===== src/rtl/multicycle_control.sv =====
// Moore sequencer and instruction decoder for the multicycle ARM-subset datapath; holds NZCV and condition-gates all writes.
// Optional MCCTRL_SKIP_FALSE_EN: a condition-failed instruction returns to FETCH straight from DECODE.
module multicycle_control (
    input  logic        clk,
    input  logic        reset,
    input  logic [19:0] Instr,
    input  logic [3:0]  ALUFlags,
    output logic        PCWrite,
    output logic        IRWrite,
    output logic        RegWrite,
    output logic        MemWrite,
    output logic        AdrSrc,
    output logic [1:0]  RegSrc,
    output logic [1:0]  ImmSrc,
    output logic        ALUSrcA,
    output logic [1:0]  ALUSrcB,
    output logic [1:0]  ResultSrc,
    output logic [1:0]  ALUControl,
    output logic [3:0]  State
);

    localparam logic [3:0] S_FETCH  = 4'd0;
    localparam logic [3:0] S_DECODE = 4'd1;
    localparam logic [3:0] S_MEMADR = 4'd2;
    localparam logic [3:0] S_MEMRD  = 4'd3;
    localparam logic [3:0] S_MEMWB  = 4'd4;
    localparam logic [3:0] S_MEMWR  = 4'd5;
    localparam logic [3:0] S_EXECR  = 4'd6;
    localparam logic [3:0] S_EXECI  = 4'd7;
    localparam logic [3:0] S_ALUWB  = 4'd8;
    localparam logic [3:0] S_BRANCH = 4'd9;

    logic [3:0] cond;
    logic [1:0] op;
    logic [5:0] funct;
    logic [3:0] rd;
    logic [3:0] cmd;
    logic       unused_rn;

    assign cond      = Instr[19:16];
    assign op        = Instr[15:14];
    assign funct     = Instr[13:8];
    assign rd        = Instr[3:0];
    assign cmd       = funct[4:1];
    assign unused_rn = ^Instr[7:4];

    logic [3:0] state_q, state_d;
    logic [3:0] decode_next;
    logic [3:0] flags_q;
    logic       condex_q;
    logic       cond_ex;
    logic       flag_n, flag_z, flag_c, flag_v;

    assign {flag_n, flag_z, flag_c, flag_v} = flags_q;

    always_comb begin
        cond_ex = 1'b0;
        case (cond)
            4'b0000: cond_ex = flag_z;
            4'b0001: cond_ex = !flag_z;
            4'b0010: cond_ex = flag_c;
            4'b0011: cond_ex = !flag_c;
            4'b0100: cond_ex = flag_n;
            4'b0101: cond_ex = !flag_n;
            4'b0110: cond_ex = flag_v;
            4'b0111: cond_ex = !flag_v;
            4'b1000: cond_ex = flag_c && !flag_z;
            4'b1001: cond_ex = !flag_c || flag_z;
            4'b1010: cond_ex = (flag_n == flag_v);
            4'b1011: cond_ex = (flag_n != flag_v);
            4'b1100: cond_ex = !flag_z && (flag_n == flag_v);
            4'b1101: cond_ex = flag_z || (flag_n != flag_v);
            4'b1110: cond_ex = 1'b1;
            default: cond_ex = 1'b0;
        endcase
    end

    // Unrecognised commands behave as ADD but never touch the flags.
    logic [1:0] alu_dec;
    logic [1:0] flagw_dec;
    logic       no_write;

    always_comb begin
        alu_dec   = 2'b00;
        flagw_dec = 2'b00;
        case (cmd)
            4'b0100: begin alu_dec = 2'b00; flagw_dec = {funct[0], funct[0]}; end
            4'b0010: begin alu_dec = 2'b01; flagw_dec = {funct[0], funct[0]}; end
            4'b0000: begin alu_dec = 2'b10; flagw_dec = {funct[0], 1'b0};     end
            4'b1100: begin alu_dec = 2'b11; flagw_dec = {funct[0], 1'b0};     end
            4'b1010: begin alu_dec = 2'b01; flagw_dec = 2'b11;                end
            default: begin alu_dec = 2'b00; flagw_dec = 2'b00;                end
        endcase
    end

    assign no_write = (op == 2'b00) && (cmd == 4'b1010);

    always_ff @(posedge clk or negedge reset) begin
        if (!reset) state_q <= S_FETCH;
        else        state_q <= state_d;
    end

    always_comb begin
        decode_next = S_FETCH;
        case (op)
            2'b01:   decode_next = S_MEMADR;
            2'b00:   decode_next = funct[5] ? S_EXECI : S_EXECR;
            2'b10:   decode_next = S_BRANCH;
            default: decode_next = S_FETCH;
        endcase

        state_d = S_FETCH;
        case (state_q)
            S_FETCH:  state_d = S_DECODE;
`ifdef MCCTRL_SKIP_FALSE_EN
            S_DECODE: state_d = cond_ex ? decode_next : S_FETCH;
`else
            S_DECODE: state_d = decode_next;
`endif
            S_MEMADR: state_d = funct[0] ? S_MEMRD : S_MEMWR;
            S_MEMRD:  state_d = S_MEMWB;
            S_EXECR:  state_d = S_ALUWB;
            S_EXECI:  state_d = S_ALUWB;
            default:  state_d = S_FETCH;
        endcase
    end

    logic       is_fetch, ir_w, reg_w, mem_w, branch;
    logic [1:0] flag_w;

    always_comb begin
        is_fetch   = 1'b0;
        ir_w       = 1'b0;
        reg_w      = 1'b0;
        mem_w      = 1'b0;
        branch     = 1'b0;
        flag_w     = 2'b00;
        AdrSrc     = 1'b0;
        ALUSrcA    = 1'b0;
        ALUSrcB    = 2'b00;
        ResultSrc  = 2'b00;
        ALUControl = 2'b00;
        case (state_q)
            S_FETCH: begin
                is_fetch  = 1'b1;
                ir_w      = 1'b1;
                ALUSrcA   = 1'b1;
                ALUSrcB   = 2'b10;
                ResultSrc = 2'b10;
            end
            S_DECODE: begin
                ALUSrcA   = 1'b1;
                ALUSrcB   = 2'b10;
                ResultSrc = 2'b10;
            end
            S_MEMADR: ALUSrcB = 2'b01;
            S_MEMRD:  AdrSrc  = 1'b1;
            S_MEMWR: begin
                AdrSrc = 1'b1;
                mem_w  = 1'b1;
            end
            S_MEMWB: begin
                ResultSrc = 2'b01;
                reg_w     = 1'b1;
            end
            S_EXECR: begin
                ALUControl = alu_dec;
                flag_w     = flagw_dec;
            end
            S_EXECI: begin
                ALUSrcB    = 2'b01;
                ALUControl = alu_dec;
                flag_w     = flagw_dec;
            end
            S_ALUWB: reg_w = 1'b1;
            S_BRANCH: begin
                ALUSrcB   = 2'b01;
                ResultSrc = 2'b10;
                branch    = 1'b1;
            end
            default: ;
        endcase
    end

    // Writes are gated by the condition captured in DECODE, so EXEC flag updates cannot affect their own writeback.
    always_ff @(posedge clk or negedge reset) begin
        if (!reset) begin
            flags_q  <= 4'b0000;
            condex_q <= 1'b0;
        end else begin
            if (state_q == S_DECODE) condex_q <= cond_ex;
            if (flag_w[1] && condex_q) flags_q[3:2] <= ALUFlags[3:2];
            if (flag_w[0] && condex_q) flags_q[1:0] <= ALUFlags[1:0];
        end
    end

    assign IRWrite  = reset && ir_w;
    assign RegWrite = reset && reg_w && condex_q && !no_write;
    assign MemWrite = reset && mem_w && condex_q;
    assign PCWrite  = reset && (is_fetch || (condex_q && (branch || (reg_w && (rd == 4'b1111)))));
    assign RegSrc   = {op == 2'b01, op == 2'b10};
    assign ImmSrc   = op;
    assign State    = state_q;

endmodule


===== config.mk =====
export PLATFORM = sky130hd
export DESIGN_NAME = multicycle_control
export DESIGN_NICKNAME = d
export VERILOG_FILES = /design/src/rtl/multicycle_control.sv
export SDC_FILE = /design/constraint.sdc
export NUM_CORES = 1
export LEC_CHECK = 0
export CORE_ASPECT_RATIO = 1.4
export CORE_UTILIZATION = 36
export DETAILED_ROUTE_END_ITERATION = 12
export PLACE_DENSITY_LB_ADDON = 0.05
export SLEW_MARGIN = 20
export SYNTH_ARGS = -nofsm -noshare
export SYNTH_HDL_FRONTEND = slang
export SYNTH_SLANG_ARGS = --single-unit

===== constraint.sdc =====
create_clock -name clk -period 1.5 [get_ports clk]
set_input_delay 0.3 -clock clk [delete_from_list [all_inputs] [get_ports clk]]
set_output_delay 0.3 -clock clk [all_outputs]
set_load 0.02 [all_outputs]

==> flow_metrics.py, run 1 <==
metrics = {
    "run_status": {
        "status": "finished with violations",
        "violations": "negative setup slack",
    },
    "grt": {
        "top_usage_layer": "met2",
        "use_met1_pct": 26.2,
        "antenna_found_initial": 0,
        "overflow": 0,
        "grt_usage_pct": 23.7,
        "grt_use_met3_pct": 2.05,
        "grt_first_pass_wirelength_mm": 4.84,
        "grt_max_degree": 13,
        "grt_pass1_vias": 1098,
        "grt_use_met2_pct": 46.8,
    },
    "place": {
        "post-place-ws_ns": -0.910,
        "port_buffers": 41,
        "dpl_cell_area_mm2": 0.00163,
        "routabilityCongestion": 0.767,
        "dp_hpwl_mm": 2.17,
    },
    "sta": {
        "slew_headroom_pct": 75.8,
        "skew_ns": 0.00391,
        "period_needed_ns": 1.88,
        "worst_pin_slew_ns": 0.363,
        "timing.final.crit_share_pct": 125,
        "setup_viol": 16,
        "finalHoldViolCount": 0,
        "rsz0062_at_grt": "yes",
        "worst_slack_ns": -0.380,
        "maxSlewViolCount": 0,
        "fmax_mhz": 532,
    },
    "critical_path": {
        "cp_slowest_stage_delay_ns": 0.42,
        "crit_path_start_kind": "register",
        "crit_top_cell": "buf_4",
        "arrival_ns": 1.58,
        "endpoint_kind": "primary output",
        "crit_chain": "buf_8 > buf_4 > o21ai_1 > a32oi_1 > nor3b_2 > buf_4",
        "rr_startpoint": "State[3]",
        "slowest_stage": "dfrtp_2",
        "r2r_cells": 6,
        "crit_fanout": 8,
        "rrSetupSlack_ns": -0.22,
        "worstPathRequired_ns": 1.20,
        "path_class": "reg2out",
        "r2r-end": "flags_q[3]",
    },
    "synth": {
        "synth_top_cell_area_share_pct": 24.9,
        "syn_inst": 114,
        "yosys.area.top_type": "dfrtp_1",
        "syn-num-nets": 140,
        "ys.flop_type": "dfrtp_1",
        "synth_area_um2": 906,
        "ys_seq_area_share_pct": 24.9,
        "synth_edf_count": 0,
        "async_flop_share_pct": 100,
        "yosysUniqueCellTypes": 41,
        "synth.area.top_cells": "dfrtp_1, nor3_1, nand2b_1, mux2_2, mux2i_1",
        "ys_ff_latch": 9,
        "yosys-top-cells-count": "nor3_1, dfrtp_1, nand2_1, nor2_1, nand2b_1",
        "yosysMostFrequentCell": "nor3_1",
        "syn_area_per_cell_um2": 7.95,
        "ys_warn_count": 0,
    },
    "detailed_routing": {
        "wl_mm": 3.26,
        "avgViaCountPerCell": 5.10,
        "drc": 0,
        "antenna_left": 0,
        "drtIter0Drc": 16,
        "wl_per_cell_um": 14.2,
        "vias": 1169,
        "dr.pass1.iters": 4,
    },
    "clock_network": {
        "clock-sinks": 9,
        "htreeDepth": 1,
        "cts_tree": "built",
        "hold_buffers": 0,
        "cts-buffers-inserted": 3,
        "path_clk_slew_ns": 0.06,
        "root_buffer": "clkbuf_4",
        "clkLatencyLatePin_ns": 0.25,
        "cts_max_path_buffers": 2,
    },
    "pwr": {
        "peakVddDrop_mv": 0.920,
        "p_leak_nw": 0.856,
        "total_power_mw": 2.93,
        "p_per_area_mw_per_mm2": 1490,
    },
    "die": {
        "ios": 46,
        "start_util_pct": 37.9,
        "coreArea_mm2": 0.00239,
        "die_height_um": 61.4,
        "dieArea_mm2": 0.00272,
        "rows": 21,
        "die_x_um": 44.4,
    },
    "cells_and_area": {
        "area_growth_pct": 116,
        "fin_area_mm2": 0.00196,
        "antenna_cells": 0,
        "drive_gt1_share_pct": 52.8,
        "nNetsFinal": 222,
    },
    "worst_hold_path": {
        "hp-class": "in2async",
    },
    "flow_run": {
        "maxCapViolCount": 0,
    },
}
cell families after synthesis:
| family | synth area share [%] |
|---|---|
| AND/OR/NAND/NOR | 33.4 |
| multiplexers | 9.53 |
| buffers and inverters | 6.77 |
| AO/OA/AOI/OAI | 20.6 |
| XOR/XNOR | 4.84 |
| flip-flops | 24.9 |
layer usage:
metal  vias up  share of wire, %
met3         2               1.7
li1        581                 -
met5         -                 0
met2        19                59
met1       567                38
met4         0              0.52
state kept, by name, summed over array words and instances, names as in the netlist:
register and cells:
condex_q 1, State 4, flags_q 4
what timing repair did:
item                                    in CTS  in global routing
gates cloned                                 0                  2
endpoints found under the hold margin        0                  0
endpoints found under the setup margin      25                 20
setup buffers                               10                  4
pin swaps                                    8                  4
gates resized for setup                    124                 21
layout make-up:
cell class / instances / area [um2]
multi-input combinational: 92 / 833
inverter: 3 / 13.8
timing repair buffer: 87 / 812
tap: 34 / 42.5
clock buffer: 4 / 26.3
fill: 157 / 432
sequential: 9 / 231
worst max-delay path: cells and delay by family (launching register included):
kind	cells	cell delay (ns)
flops	1	0.42
buf+inv	3	0.43
compound gates	2	0.28
simple gates	1	0.20
through the flow:
stage | utilization [%] | std cells | TNS, ns | hold slack [ns]
after global routing | 81.9 | 229 | -4.11 | 0.160
after detailed placement | 68.2 | 209 | -9.74 | 0.558
after floorplan | - | 114 | -0.452 | 0.00441
final | 81.9 | 229 | -3.10 | 0.151
after global placement | 68.2 | 209 | -9.20 | 0.557
after CTS | 76.2 | 223 | -2.76 | 0.135
layout by cell type (no fill, tap or decap), types with 2 or more instances in the layout:
| cell type | synthesis | layout |
|---|---|---|
| o21ai_1 | 1 | 2 |
| buf_4 | 3 | 40 |
| nand2_2 | 0 | 2 |
| dlygate4sd2_1 | 0 | 9 |
| dfrtp_1 | 9 | 4 |
| nor4bb_4 | 0 | 2 |
| buf_6 | 0 | 15 |
| nand2b_1 | 6 | 5 |
| clkbuf_4 | 0 | 3 |
| nor3b_1 | 4 | 2 |
| buf_2 | 1 | 2 |
| clkdlybuf4s50_1 | 0 | 11 |
| nor2b_1 | 3 | 3 |
| mux2_4 | 0 | 5 |
| nor3_2 | 0 | 5 |
| nor3_1 | 10 | 2 |
| nor2_1 | 8 | 5 |
| a21oi_1 | 5 | 3 |
| nor2_4 | 0 | 3 |
| a21boi_0 | 2 | 2 |
| clkdlybuf4s15_1 | 0 | 2 |
| nand3b_1 | 4 | 4 |
| xor2_1 | 2 | 2 |
| xnor2_1 | 3 | 3 |
| nand3_1 | 3 | 3 |
| dlymetal6s2s_1 | 0 | 3 |
| mux2i_1 | 3 | 3 |
| nor3b_2 | 0 | 2 |
| inv_1 | 3 | 2 |
| o311ai_0 | 2 | 2 |
| buf_8 | 0 | 2 |
| nand2_1 | 8 | 5 |
| a21oi_4 | 0 | 2 |
| o21ai_0 | 4 | 3 |
| dfrtp_2 | 0 | 5 |
| nor3_4 | 0 | 3 |
worst max-delay path by stage:
stage | from | end
floorplan | State[3] | flags_q[2]
global placement | reset | RegWrite
detailed placement | reset | RegWrite
CTS | State[0] | PCWrite
global route | State[0] | PCWrite
finish | State[0] | PCWrite
report_power, final:
part | leakage [nW] | internal, mW | switching (mW)
clock network | 0.0150 | 0.102 | 0.0813
logic | 0.730 | 1.20 | 1.03
registers | 0.111 | 0.352 | 0.164
Note: power is estimated with default switching activity, not from simulation.
==> inputs of run 2 (changes only) <==
Settings changed: CORE_UTILIZATION 36 to 43.
Clock period 1.5 ns to 2.3 ns, I/O delays scaled along.
==> flow_metrics.py, run 2 (synthesis gave the netlist of run 1 again) <==
metrics = {
    "run_status": {
        "status": "complete, no violations",
    },
    "clock_network": {
        "hold_buffers": 0,
        "cts_tree": "built",
        "htreeDepth": 1,
        "cts_max_path_buffers": 2,
        "cts-buffers-inserted": 3,
        "path_clk_slew_ns": 0.07,
        "root_buffer": "clkbuf_4",
        "clock-sinks": 9,
        "clkLatencyLatePin_ns": 0.27,
    },
    "sta": {
        "maxSlewViolCount": 0,
        "skew_ns": 0.00183,
        "slew_headroom_pct": 74.9,
        "finalHoldViolCount": 0,
        "rsz0062_at_grt": "no",
        "fmax_mhz": 457,
        "worst_pin_slew_ns": 0.376,
        "setup_viol": 0,
        "timing.final.crit_share_pct": 95.0,
        "worst_slack_ns": 0.114,
        "period_needed_ns": 2.19,
        "final.setup.tns_ns": 0,
        "hold_slack_ns": 0.160,
    },
    "critical_path": {
        "arrival_ns": 1.73,
        "crit_chain": "buf_4 > nor3_1 > clkdlybuf4s50_1",
        "crit_buf_inv": 2,
        "crit_fanout": 12,
        "rr_startpoint": "State[3]",
        "endpoint_kind": "primary output",
        "cp_slowest_stage_delay_ns": 0.64,
        "worstPathRequired_ns": 1.84,
        "worst_path_dominant_cell_family": "buffers and inverters",
        "slowest_stage": "clkdlybuf4s50_1",
        "critPathLaunch": "State[2]",
        "crit_path_start_kind": "register",
        "path_class": "reg2out",
    },
    "flow_run": {
        "maxCapViolCount": 0,
    },
    "die": {
        "dieArea_mm2": 0.00230,
        "start_util_pct": 45.9,
        "coreArea_mm2": 0.00197,
        "ios": 46,
        "die_height_um": 56.3,
        "rows": 19,
        "die_x_um": 40.8,
    },
    "worst_hold_path": {
        "hp-class": "in2async",
    },
    "detailed_routing": {
        "antenna_left": 0,
        "wl_per_cell_um": 13.1,
        "vias": 1035,
        "dr.pass1.iters": 4,
        "drtIter0Drc": 15,
        "drc": 0,
        "wl_mm": 2.48,
        "avgViaCountPerCell": 5.48,
    },
    "grt": {
        "grt_first_pass_wirelength_mm": 4.10,
        "grt_usage_pct": 25.5,
        "grt_pass1_vias": 977,
        "grt_max_degree": 14,
        "antenna_found_initial": 0,
        "overflow": 0,
    },
    "cells_and_area": {
        "fillers": 160,
        "multi_input_area_um2": 626,
        "final_cells": 189,
        "fin_area_mm2": 0.00147,
        "nNetsFinal": 195,
        "area_growth_pct": 62.3,
        "final_common_cell": "clkdlybuf4s50_1",
        "utilization_pct": 74.5,
        "register_area_um2": 225,
        "antenna_cells": 0,
        "layout_common_cells": "clkdlybuf4s50_1, buf_4, nor3_1",
        "drive_gt1_share_pct": 18.5,
    },
    "pwr": {
        "combPwrFrac_pct": 67.8,
        "p_per_area_mw_per_mm2": 941,
        "total_power_mw": 1.38,
        "seqPwrFrac_pct": 22.8,
        "cellInternalPower_uw": 759,
        "switching_share_pct": 45.2,
        "pwr-share-clk_pct": 9.3,
        "power.switching_uw": 625,
        "p_leak_nw": 0.682,
        "peakVddDrop_mv": 0.575,
    },
    "place": {
        "routabilityCongestion": 0.837,
        "place_inst": 185,
        "port_buffers": 41,
        "post-place-ws_ns": -0.401,
        "dp_hpwl_mm": 2.05,
        "dpl_cell_area_mm2": 0.00144,
    },
}
-- run 2: cell count changes in the layout (fill, tap and decap cells not counted), moves of 5 or more --
cell	delta
clkdlybuf4s50_1	+17
buf_4	-20
dfrtp_1	+5
nor3_2	-5
dfrtp_2	-5
nor3_1	+8
buf_6	-15
mux2_4	-5
-- run 2: power groups by stage --
stage | sequential [mW] | combinational, mW | clock [mW]
after global placement | 0.314 | 0.942 | 0
after global routing | 0.329 | 1.03 | 0.140
after CTS | 0.317 | 0.951 | 0.131
after detailed placement | 0.321 | 0.973 | 0
after floorplan | 0.322 | 0.511 | 0
final | 0.316 | 0.939 | 0.129
-- run 2: final timing paths --
check                        endpoint  slack, ns  cells after the start
max                           ALUSrcA       0.11                      3
min                        flags_q[0]       0.16                      2
max reg2reg                flags_q[2]       0.49                      6
min reg2reg                flags_q[1]       0.59                      1
max in group asynchronous    State[1]       2.00                      2
min in group clk           flags_q[1]       0.59                      1
-- run 2: layer usage --
layer  track usage [%]  wire (um)  vias to the layer above
met2              48.2       1460                       24
met1              25.6        923                      475
met5                 0          0                        -
li1                  -          -                      532
met4              8.57         34                        0
met3              2.37         64                        4
-- run 2: timing repair --
item,in CTS,in global routing
cloned,0,0
endpoints found under the setup margin,7,6
buffers inserted,0,0
resized for setup,14,8
hold endpoints to repair,0,0
pin swaps,0,1
-- run 2: area by class of cell --
type                    instances  share of cell area (%)
multi-input cells              92                    42.6
clock buffers                   3                    1.53
flip-flops and latches          9                    15.3
repair buffers                 60                    37.7
well taps                      21                    1.79
clock inverters                 1                   0.340
inverters                       3                   0.766
==> inputs of run 3 (changes only) <==
Settings changed: ABC_AREA set to 1, CELL_PAD_IN_SITES_DETAIL_PLACEMENT set to 2, CELL_PAD_IN_SITES_GLOBAL_PLACEMENT set to 2, CORE_UTILIZATION 43 to 20, CTS_BUF_LIST set to sky130_fd_sc_hd__clkbuf_4 sky130_fd_sc_hd__clkbuf_8 sky130_fd_sc_hd__clkbuf_16.
==> flow_metrics.py, run 3 <==
metrics = {
    "run_status": {
        "status": "complete, no violations",
    },
    "sta": {
        "period_needed_ns": 2.19,
        "fmax_mhz": 456,
        "timing.final.crit_share_pct": 95.3,
        "skew_ns": 0.000728,
        "rsz0062_at_grt": "no",
        "maxSlewViolCount": 0,
        "worst_slack_ns": 0.107,
        "finalHoldViolCount": 0,
        "worst_pin_slew_ns": 0.269,
        "setup_viol": 0,
        "final.setup.tns_ns": 0,
        "slew_headroom_pct": 82.0,
    },
    "synth": {
        "syn_area_per_cell_um2": 5.98,
        "yosysMostFrequentCell": "nand2_1",
        "syn-num-nets": 174,
        "ys.flop_type": "dfrtp_1",
        "ys_seq_area_share_pct": 25.5,
        "syn_inst": 148,
        "synth_area_um2": 885,
        "ys_warn_count": 0,
        "synth_top_cell_area_share_pct": 25.5,
        "synth_edf_count": 0,
        "yosysUniqueCellTypes": 25,
        "async_flop_share_pct": 100,
        "ys_ff_latch": 9,
        "yosys-top-cells-count": "nand2_1, inv_1, nor2_1",
        "synth.area.top_cells": "dfrtp_1, nand2_1, inv_1, nand3_1, nor2_1",
        "yosys.area.top_type": "dfrtp_1",
    },
    "clock_network": {
        "root_buffer": "clkbuf_8",
        "post_cts_buffers": 0,
        "path_clk_slew_ns": 0.04,
        "cts_max_path_buffers": 2,
        "clkLatencyLatePin_ns": 0.23,
        "cts_tree": "built",
        "htreeDepth": 1,
        "cts-buffers-inserted": 3,
        "hold_buffers": 0,
        "clock-sinks": 9,
    },
    "critical_path": {
        "slowest_stage": "clkdlybuf4s50_1",
        "path_class": "in2out",
        "arrival_ns": 1.73,
        "worst_path_dominant_cell_family": "buffers and inverters",
        "crit_buf_inv": 2,
        "endpoint_kind": "primary output",
        "crit_path_start_kind": "input pin",
        "cp_slowest_stage_delay_ns": 0.42,
        "crit_fanout": 3,
        "worstPathRequired_ns": 1.84,
        "crit_chain": "clkdlybuf4s50_1 > nor2_1 > nand3_1 > a21oi_1 > dlygate4sd2_1",
    },
    "die": {
        "die_height_um": 80.7,
        "coreArea_mm2": 0.00424,
        "start_util_pct": 20.9,
        "die_x_um": 58.2,
        "dieArea_mm2": 0.00470,
        "ios": 46,
        "rows": 28,
    },
    "cells_and_area": {
        "area_growth_pct": 68.0,
        "drive_gt1_share_pct": 15.8,
        "nNetsFinal": 230,
        "layout_common_cells": "nand2_1, clkdlybuf4s50_1, inv_1",
        "utilization_pct": 35.1,
        "final_common_cell": "nand2_1",
        "antenna_cells": 0,
    },
    "worst_hold_path": {
        "hp-class": "reg2reg",
    },
    "detailed_routing": {
        "vias": 1129,
        "drc": 0,
        "dr.pass1.iters": 3,
        "drtIter0Drc": 20,
        "wl_per_cell_um": 12.7,
        "antenna_left": 0,
        "wl_mm": 3.34,
        "avgViaCountPerCell": 4.29,
    },
    "flow_run": {
        "maxCapViolCount": 0,
    },
    "pwr": {
        "p_per_area_mw_per_mm2": 872,
        "peakVddDrop_mv": 0.542,
        "p_leak_nw": 0.796,
    },
    "place": {
        "routabilityCongestion": 0.750,
        "dp_hpwl_mm": 3.01,
        "post-place-ws_ns": -0.272,
        "port_buffers": 41,
    },
    "grt": {
        "grt_max_degree": 8,
        "grt_first_pass_wirelength_mm": 5.73,
        "antenna_found_initial": 0,
        "grt_usage_pct": 16.2,
        "grt_pass1_vias": 1270,
        "overflow": 0,
    },
}
run 3: cell count changes in the layout (fill, tap and decap cells not counted), moves of 4 or more:
cell / delta
buf_4: -7
inv_1: +18
nand2_1: +42
nand2b_1: -6
nand3_1: +11
nor2_1: +12
nor3_1: -8
nor3b_1: -4
run 3: what timing repair did:
| action | in CTS | in global routing |
|---|---|---|
| pin swaps | 0 | 0 |
| endpoints found under the setup margin | 7 | 4 |
| gates resized for setup | 8 | 7 |
run 3: tightest hold or removal path, stage by stage (launching register included):
cell and delay (ns):
dfrtp_1 0.37, nand2_1 0.07, nand2_1 0.06
run 3: power breakdown:
| part | total [mW] | internal [mW] | switching [mW] |
|---|---|---|---|
| combinational | 0.839 | 0.354 | 0.485 |
| sequential | 0.266 | 0.210 | 0.0563 |
| clock | 0.192 | 0.132 | 0.0595 |
| total | 1.30 | 0.696 | 0.601 |
run 3: stage by stage:
stage	area (um2)	hold WS, ns	instances	power (mW)
4_1_cts	1480	0.547	263	1.33
2_1_floorplan	885	0.164	148	0.760
3_5_place_dp	1430	0.513	259	1.15
3_3_place_gp	1430	0.494	259	1.12
6_report	1490	0.531	263	1.30
5_1_grt	1490	0.582	263	1.42
run 3: path summary, 6_finish.rpt:
kind	from	to	slack [ns]	depth (start not counted)
min reg2reg	flags_q[1]	flags_q[1]	0.53	2
max in group asynchronous	reset	State[0]	1.59	2
min in group asynchronous	reset	flags_q[0]	0.58	2
max	Instr[9]	ALUControl[1]	0.11	5
max reg2reg	flags_q[0]	condex_q	1.04	10
min	flags_q[1]	flags_q[1]	0.53	2
run 3: cell families (layout without fill, tap and decap cells):
logic type             Yosys count  after routing  synth area share (%)
buffers and inverters           26             81                  13.7
DFF                              9              9                  25.5
AOI/OAI and AO/OA               12             12                  7.92
and+or+nand+nor                101            101                  52.9
run 3: metal layers:
layer / wire (um) / GRT usage, % / share of wire, %
met5: 0 / 0 / 0
met4: 34 / 5.71 / 1.0
met3: 68 / 1.13 / 2.0
met2: 2070 / 35.3 / 62
met1: 1160 / 14.8 / 35
run 3: cell type report:
class,instances,area (um2)
fill,526,2750
inverter,23,86.3
timing repair buffer,54,503
clock buffer,4,48.8
sequential,9,225
multi-input combinational,113,548
tap,60,75.1
